### src/rtl/pbssw_pkg.sv
// Shared definitions for the push-button / slide-switch conditioning stage:
// channel state encodings, per-channel debug record and default timing.
package pbssw_pkg;

    typedef enum logic [1:0] {
        ST_LO  = 2'b00,
        ST_WHI = 2'b01,
        ST_WLO = 2'b10,
        ST_HI  = 2'b11
    } chan_state_t;

    // Per-channel observation record: FSM state plus the raw edge pulses
    // (switch channels have no pulse ports, so this is the only place they show).
    typedef struct packed {
        chan_state_t state;
        logic        rise;
        logic        fall;
    } chan_dbg_t;

    // 10 ms at 100 MHz
    localparam int DB_CYCLES_DEFAULT = 1000000;
    localparam int CNTW_DEFAULT      = 20;

endpackage

### src/rtl/db_chan.sv
// One debounce channel: 2-flop synchroniser, stability counter and a
// four-state FSM producing a clean level plus registered rise/fall pulses.
module db_chan
    import pbssw_pkg::*;
#(
    parameter int DB_CYCLES = DB_CYCLES_DEFAULT,
    parameter int CNTW      = CNTW_DEFAULT
) (
    input  logic        clk,
    input  logic        rstn,
    input  logic        raw,
    output logic        db,
    output logic        rise,
    output logic        fall,
    output chan_state_t state
);

    localparam logic [CNTW-1:0] TERM = CNTW'(DB_CYCLES - 1);

    logic            sync1;
    logic            s;
    logic [CNTW-1:0] cnt_q;
    logic [CNTW-1:0] cnt_d;
    chan_state_t     state_d;
    logic            db_d;
    logic            rise_d;
    logic            fall_d;

    always_ff @(posedge clk or negedge rstn) begin
        if (!rstn) begin
            sync1 <= 1'b0;
            s     <= 1'b0;
            state <= ST_LO;
            cnt_q <= '0;
            db    <= 1'b0;
            rise  <= 1'b0;
            fall  <= 1'b0;
        end else begin
            sync1 <= raw;
            s     <= sync1;
            state <= state_d;
            cnt_q <= cnt_d;
            db    <= db_d;
            rise  <= rise_d;
            fall  <= fall_d;
        end
    end

    // The stable-state cycle that first sees the new level counts as cycle 1,
    // so the level is accepted after exactly DB_CYCLES stable samples.
    always_comb begin
        state_d = state;
        cnt_d   = cnt_q;
        db_d    = db;
        rise_d  = 1'b0;
        fall_d  = 1'b0;
        case (state)
            ST_LO: begin
                cnt_d = '0;
                db_d  = 1'b0;
                if (s) begin
                    state_d = ST_WHI;
                    cnt_d   = CNTW'(1);
                end
            end
            ST_WHI: begin
                if (!s) begin
                    state_d = ST_LO;
                    cnt_d   = '0;
                end else if (cnt_q == TERM) begin
                    state_d = ST_HI;
                    cnt_d   = '0;
                    db_d    = 1'b1;
                    rise_d  = 1'b1;
                end else begin
                    cnt_d = cnt_q + CNTW'(1);
                end
            end
            ST_HI: begin
                cnt_d = '0;
                db_d  = 1'b1;
                if (!s) begin
                    state_d = ST_WLO;
                    cnt_d   = CNTW'(1);
                end
            end
            ST_WLO: begin
                if (s) begin
                    state_d = ST_HI;
                    cnt_d   = '0;
                end else if (cnt_q == TERM) begin
                    state_d = ST_LO;
                    cnt_d   = '0;
                    db_d    = 1'b0;
                    fall_d  = 1'b1;
                end else begin
                    cnt_d = cnt_q + CNTW'(1);
                end
            end
            default: begin
                state_d = ST_LO;
                cnt_d   = '0;
                db_d    = 1'b0;
            end
        endcase
    end

endmodule

### src/rtl/pbssw_debounce.sv
// Conditioning stage in front of the button/switch LED latch: one independent
// debounce channel per button and per slide switch.
module pbssw_debounce
    import pbssw_pkg::*;
#(
    parameter int NBTN      = 2,
    parameter int NSW       = 8,
    parameter int DB_CYCLES = DB_CYCLES_DEFAULT,
    parameter int CNTW      = CNTW_DEFAULT
) (
    input  logic                       clk,
    input  logic                       rstn,
    input  logic [NBTN-1:0]            btn_in,
    input  logic [NSW-1:0]             sw_in,
    output logic [NBTN-1:0]            btn_db,
    output logic [NBTN-1:0]            btn_rise,
    output logic [NBTN-1:0]            btn_fall,
    output logic [NSW-1:0]             sw_db,
    output chan_dbg_t [NBTN+NSW-1:0]   dbg
);

    for (genvar i = 0; i < NBTN; i++) begin : g_btn
        chan_state_t st;
        db_chan #(.DB_CYCLES(DB_CYCLES), .CNTW(CNTW)) u_chan (
            .clk   (clk),
            .rstn  (rstn),
            .raw   (btn_in[i]),
            .db    (btn_db[i]),
            .rise  (btn_rise[i]),
            .fall  (btn_fall[i]),
            .state (st)
        );
        assign dbg[i].state = st;
        assign dbg[i].rise  = btn_rise[i];
        assign dbg[i].fall  = btn_fall[i];
    end

    // Switch pulses are not ported; they only surface in the debug record.
    for (genvar j = 0; j < NSW; j++) begin : g_sw
        chan_state_t st;
        logic        r;
        logic        f;
        db_chan #(.DB_CYCLES(DB_CYCLES), .CNTW(CNTW)) u_chan (
            .clk   (clk),
            .rstn  (rstn),
            .raw   (sw_in[j]),
            .db    (sw_db[j]),
            .rise  (r),
            .fall  (f),
            .state (st)
        );
        assign dbg[NBTN+j].state = st;
        assign dbg[NBTN+j].rise  = r;
        assign dbg[NBTN+j].fall  = f;
    end

endmodule

### config.mk
export PLATFORM = sky130hd
export DESIGN_NAME = pbssw_debounce
export DESIGN_NICKNAME = d
export VERILOG_FILES = /design/src/rtl/pbssw_pkg.sv /design/src/rtl/db_chan.sv /design/src/rtl/pbssw_debounce.sv
export SDC_FILE = /design/constraint.sdc
export NUM_CORES = 1
export LEC_CHECK = 0
export ABC_AREA = 1
export BUFFER_PORTS_ARGS = -buffer_cell sky130_fd_sc_hd__buf_2
export CAP_MARGIN = 10
export CORE_MARGIN = 5
export CORE_UTILIZATION = 54
export DETAILED_ROUTE_END_ITERATION = 7
export PLACE_DENSITY = 0.71
export SKIP_LAST_GASP = 1
export SLEW_MARGIN = 20
export SYNTH_ARGS = -nofsm -noshare
export SYNTH_HDL_FRONTEND = slang
export SYNTH_SLANG_ARGS = --single-unit
### constraint.sdc
create_clock -name clk -period 2.2 [get_ports clk]
set_input_delay 0 -clock clk [delete_from_list [all_inputs] [get_ports clk]]
set_output_delay 0 -clock clk [all_outputs]
set_load 0.05 [all_outputs]
# --- After elaboration in Yosys (flattened, before gate mapping) ---
# Index checks and enable logic that the tools add are counted.
totals:
  regBits: 270
  in_bits: 12
classes:
  eq_ne: 120
  addsub: 10
  n_reduce_logical: 30
  mux: 230
op_table:
  columns: ["operator", "n"]
  rows:
  - ["case mux 20 bit (4 select lines)", 10]
  - ["2-to-1 mux 20 bit", 30]
  - ["adder 20 x 1 -> 20 bit, second input constant", 10]
  - ["== test 20 bit, second input constant", 10]
  - ["2-to-1 mux 2 bit", 60]
  - ["2-to-1 mux 1 bit", 110]
  - ["inequality test 2 x 1 -> 1 bit, second input constant", 40]
  - ["case mux 2 bit (4 select lines)", 10]
  - ["AND reduction 4 bit", 20]
  - ["== test 2 bit, second input constant", 20]
  - ["inequality test 2 bit, second input constant", 20]
  - ["case mux 1 bit (4 select lines)", 10]
  - ["inequality test 3 x 1 -> 1 bit, second input constant", 10]
  - ["inequality test 3 bit, second input constant", 10]
  - ["== test 2 x 1 -> 1 bit, second input constant", 10]
  - ["zero test 2 bit", 10]

# --- Longest topological paths before layout ---
depth:
  ltp_word: 4
  ltp_mapped: 10
  mapped_depth_nobuf: 10

# --- By module ---
# A second synthesis with hierarchy kept.
unflattened:
  hier_cells: 2081
  hier_area_um2: 15750.1
modules_own_cells:
  columns: ["mod", "cells_each", "area_per_inst_um2", "instances"]
  rows:
  - ["db_chan (g_btn[0].u_chan ...)", 208, 1559.0, 8]
  - ["db_chan (g_sw[7].u_chan)", 201, 1565.3, 1]
  - ["db_chan (g_sw[6].u_chan)", 196, 1562.7, 1]
  - ["pbssw_debounce", 20, 150.1, 1]

# --- Worst setup path before layout ---
# OpenSTA, ideal clock, no wires.
synth_timing:
  path_type: "reg-to-reg"
  start: "register g_sw[1].u_chan.state[1]"
  end: "register g_sw[1].u_chan.cnt_q[16]"
  n_path_buf: 1
  slack_ps: 505
  required_ps: 2129
  t_arrival_ps: 1624
  path_stages_with_launch: 7
  path_cell_list: "dfrtp_1 -> ha_1 -> inv_1 -> o21ai_1 -> nand3_2 -> buf_4 -> nor2_1"
synth_via:
  elab_chain_len: 2
synth_rtl:
  columns: ["item", "line", "source"]
  rows:
  - ["from (decl)", "db_chan.sv:15", "output chan_state_t state"]
  - ["from (signal assigned)", "db_chan.sv:41", "state <= state_d;"]
  - ["== test 2 bit (tied with other cells)", "db_chan.sv:57", "case (state)"]
  - ["case mux 20 bit (4 select lines) (*)", "db_chan.sv:57", null]
  - ["net g_sw[1].u_chan.cnt_d[16]", "db_chan.sv:23", "logic [CNTW-1:0] cnt_d;"]
  - ["to (signal assigned)", "db_chan.sv:42", "cnt_q <= cnt_d;"]
  - ["to (decl)", "db_chan.sv:22", "logic [CNTW-1:0] cnt_q;"]
# The timed path passes the listed nets; every way through them passes the cells marked *.
# A chain may end at the register's enable or synchronous reset.

# --- Worst setup path in the final report ---
layout_timing:
  start: "register g_sw[1].u_chan.state[0]"
  end: "register g_sw[1].u_chan.cnt_q[13]"
# The elaborated chain is that of the path after synthesis.

==> out/qor.tcl <==
set qor(count_of_placed_standard_cells_in_the_final_layout_fillers_left_out) 2385
set qor(area_growth_pct) 11.0
set qor(synth_fp_nets) 1982
set qor(status) {finished, final reports clean}
set qor(yosys_register_bits) 270
set qor(synth-main-ff-cell) {sky130_fd_sc_hd__dfrtp_1}
set qor(yosys.area_share.simple_pct) 32.9
set qor(rsz0062_at_grt) {no}
set qor(final_hold_vios) 0
set qor(number_of_global_route_vias_before_repair) 11600
set qor(final_max_slew_viol_count) 0
set qor(dr_total_vias) 11800
set qor(worst_setup_path_end_kind) {register}
set qor(wire_length_of_the_first_global_routing_pass_microns) 50200
set qor(vdd.ir_drop.worst_uv) 786
set qor(synth_compound_gate_area_share_pct) 2.68
set qor(hold_path_class) {in -> reg}
set qor(dp.cells) 2317
set qor(worst_skew_pair.late_latency_ns) 0.55
set qor(power_frac_seq_pct) 38.4
set qor(core_region_area_sq_um) 27800
set qor(dominant_combinational_cell_family_by_area_after_synthesis) {simple AND/OR/NAND/NOR gates}
set qor(fp.dieW_microns) 178
set qor(postSynthAreaPerCell_sq_um) 7.92
set qor(place_congestion) 0.916
set qor(number_of_hold_buffers_added_after_cts) 12
set qor(postRouteAntennaNets) 0
set qor(max-clock-path-buffers) 3
set qor(cts_post_setup_buffers_inserted) 0
set qor(gr-usage-all-layers_pct) 18.2
set qor(rows) 61
set qor(synth_sequential_area_ratio_pct) 44.4
set qor(tightestPinTransition_ns) 0.408
set qor(clkSlewWorstSetupHoldPaths_ns) 0.06
set qor(worst_hold_slack_ns) 0.0949
set qor(layout_min_cycle_time_ns) 1.75
set qor(layout-drive-gt1-share_pct) 9.87
set qor(worst-endpoint-required_ns) 2.65
set qor(powerDensity_nw_per_um2) 888
set qor(worst-setup-path-type) {reg -> reg}
set qor(placement.setup.worst_slack_ns) 0.453
set qor(power_frac_clock_pct) 34.4
set qor(power.combinational.fraction_pct) 27.2
set qor(initial_core_util_pct) 54.7
set qor(antenna_found_initial) 0
set qor(fp.dieH_microns) 178
set qor(yosys_warnings) 0
set qor(synth_enable_flop_cells) 0
set qor(design.final.nets) 2046
set qor(asyncSetResetFlopFracSynth_pct) 100
set qor(crit_path_max_fanout) 19
set qor(detail_route.vias_per_cell) 4.95
set qor(cts-buffers-inserted) 31
set qor(finalCritPeriodShare_pct) 79.3
set qor(leakagePower_nw) 7.48
set qor(drt-total-wl_microns) 28000
set qor(fin_setup_tns_ns) 0
set qor(final_setup_slack_of_the_worst_path_ns) 0.455
set qor(layout.filler_cells) 2527
set qor(synthDistinctLibCells) 36
set qor(tritoncts_clock_tree) {built}
set qor(max_cap_violations) 0
set qor(power_switching_share_pct) 34.4
set qor(die_area_sq_um) 31600
set qor(drt_pre_antenna_iters) 5
set qor(post_cts_resize_count) 0
set qor(reg2regPathDepth) 6
set qor(global_route.overflow_total) 0
set qor(worstPathArrival_ns) 2.20
set qor(achievable_frequency_ghz) 0.573
set qor(cellInternalPower_mw) 9.83
set qor(clock-sinks) 270
set qor(kind_of_launch_point_of_the_worst_setup_path) {register}
set qor(route.detailed.wl_per_inst_microns) 11.7
set qor(synthesis.instances) 1920
set qor(worst_slew_margin_pct) 72.7
set qor(synth-adder-area-share_pct) 4.11
set qor(ctsRootBufferMaster) {sky130_fd_sc_hd__clkbuf_16}
set qor(total_switching_power_mw) 5.16
set qor(port_buffers) 65
set qor(muxShareOfSynthArea_pct) 0
set qor(floorplan.io_pins) 66
set qor(initial_detailed_routing_violation_count) 618
set qor(htree_num_levels) 1
set qor(antennaDiodeCount) 0
set qor(finalCoreUtilization_pct) 60.8
set qor(min_path_cells) 2
set qor(synth-xor-area-share_pct) 7.32
set qor(fin_worst_skew_ns) 0.0137
set qor(grt_max_degree) 52
set qor(drc) 0
set qor(setup_viol_count_final) 0
set qor(half_perimeter_wire_length_after_detailed_placement_microns) 20100
set qor(mappedNetlistArea_sq_um) 15200
## synth_stat cells (3+ instances only)
cell,number,share of area (%)
sky130_fd_sc_hd__nand2_1,397,9.8
sky130_fd_sc_hd__nor2_1,367,9.1
sky130_fd_sc_hd__dfrtp_1,270,44
sky130_fd_sc_hd__inv_1,234,5.8
sky130_fd_sc_hd__nand3_1,127,4.2
sky130_fd_sc_hd__xor2_1,108,6.2
sky130_fd_sc_hd__nor3_1,86,2.8
sky130_fd_sc_hd__ha_1,50,4.1
sky130_fd_sc_hd__nand4_1,50,2.1
sky130_fd_sc_hd__a21oi_1,40,1.3
sky130_fd_sc_hd__buf_4,35,1.7
sky130_fd_sc_hd__xnor2_1,19,1.1
sky130_fd_sc_hd__nor2_2,17,0.70
sky130_fd_sc_hd__nand3_2,16,1.1
sky130_fd_sc_hd__o21ai_0,16,0.53
sky130_fd_sc_hd__o21ai_1,9,0.30
sky130_fd_sc_hd__or2_2,9,0.37
sky130_fd_sc_hd__o21bai_1,8,0.40
sky130_fd_sc_hd__buf_6,7,0.52
sky130_fd_sc_hd__nor3_2,7,0.46
sky130_fd_sc_hd__nand3_4,6,0.69
sky130_fd_sc_hd__nand3b_1,6,0.30
sky130_fd_sc_hd__buf_2,5,0.16
sky130_fd_sc_hd__nand2_2,5,0.21
sky130_fd_sc_hd__nor2_4,5,0.37
sky130_fd_sc_hd__inv_2,4,0.099
sky130_fd_sc_hd__clkbuf_2,3,0.099
sky130_fd_sc_hd__nor3_4,3,0.32
## worst paths after layout
path,from,end,slack (ns)
worst min register to register,g_sw[3].u_chan.sync1,g_sw[3].u_chan.s,0.35
max in group asynchronous,rstn,g_sw[3].u_chan.fall,1.81
worst max register to register,g_sw[1].u_chan.state[0],g_sw[1].u_chan.cnt_q[13],0.45
min in group asynchronous,rstn,g_sw[2].u_chan.cnt_q[19],0.11
worst min-delay path,sw_in[6],g_sw[6].u_chan.sync1,0.09
worst max-delay path,g_sw[1].u_chan.state[0],g_sw[1].u_chan.cnt_q[13],0.45
## stage by stage
stage / power [mW] / cell area (sq um)
6_report: 15.0 / 16900
5_1_grt: 16.0 / 16900
4_1_cts: 15.2 / 16900
3_5_place_dp: 9.92 / 15700
3_3_place_gp: 9.81 / 15700
2_1_floorplan: 9.23 / 15200
## power by group through the flow
stage	Sequential (mW)	Clock [mW]	Combinational (mW)
final	5.75	5.15	4.08
after floorplan	6.27	0	2.97
after global routing	5.82	5.51	4.63
after CTS	5.76	5.33	4.13
after global placement	5.81	0	4.00
after detailed placement	5.84	0	4.08
## registers in the layout, summed over array words and instances, names as in the netlist
signal              cells
g_btn.u_chan.cnt_q     40
g_btn.u_chan.s          2
g_btn.u_chan.state      4
g_btn.u_chan.sync1      2
g_btn.u_chan.db         2
g_sw.u_chan.s           8
g_sw.u_chan.cnt_q     160
g_sw.u_chan.db          8
g_sw.u_chan.state      16
g_sw.u_chan.rise        8
g_btn.u_chan.fall       2
g_btn.u_chan.rise       2
g_sw.u_chan.sync1       8
g_sw.u_chan.fall        8
## placed cells by master (no fill, tap or decap), types with 50 or more instances in the layout
cell type and instances:
sky130_fd_sc_hd__nand2_1 397, sky130_fd_sc_hd__inv_1 234, sky130_fd_sc_hd__nand4_1 50, sky130_fd_sc_hd__buf_2 64, sky130_fd_sc_hd__ha_1 50, sky130_fd_sc_hd__xor2_1 108, sky130_fd_sc_hd__nand3_1 127, sky130_fd_sc_hd__nor3_1 86
sky130_fd_sc_hd__nor2_1 367, sky130_fd_sc_hd__dfrtp_1 270
## worst max-delay path: stages (launching register included)
cell	delay, ns
sky130_fd_sc_hd__dfrtp_1	0.42
sky130_fd_sc_hd__inv_1	0.10
sky130_fd_sc_hd__ha_1	0.17
sky130_fd_sc_hd__inv_1	0.06
sky130_fd_sc_hd__o21ai_1	0.26
sky130_fd_sc_hd__nand3_2	0.37
sky130_fd_sc_hd__nor3_1	0.26
## cells by family after synthesis
family | count (synthesis)
compound gates | 76
fa+ha+maj | 50
xor+xnor | 127
buf+inv | 290
simple gates | 1107
flops | 270
## layer usage
metal	GRT usage [%]	vias up	routed length, microns
met5	0	-	0
met4	4.42	0	586
met3	2.64	47	1050
met2	30.9	167	13000
met1	24.9	5462	13400
li1	-	6140	-
## area by class of cell
type                            instances  area, sq um  area share [%]
Clock buffer                           45          908            5.38
Sequential cell                       270         6760            40.0
Inverter                              238          893            5.29
Multi-Input combinational cell       1360         7140            42.3
Clock inverter                         11          140           0.830
Timing Repair Buffer                   83          568            3.36
Tap cell                              378          473            2.80
No activity file was read; power rests on OpenSTA's default activity.
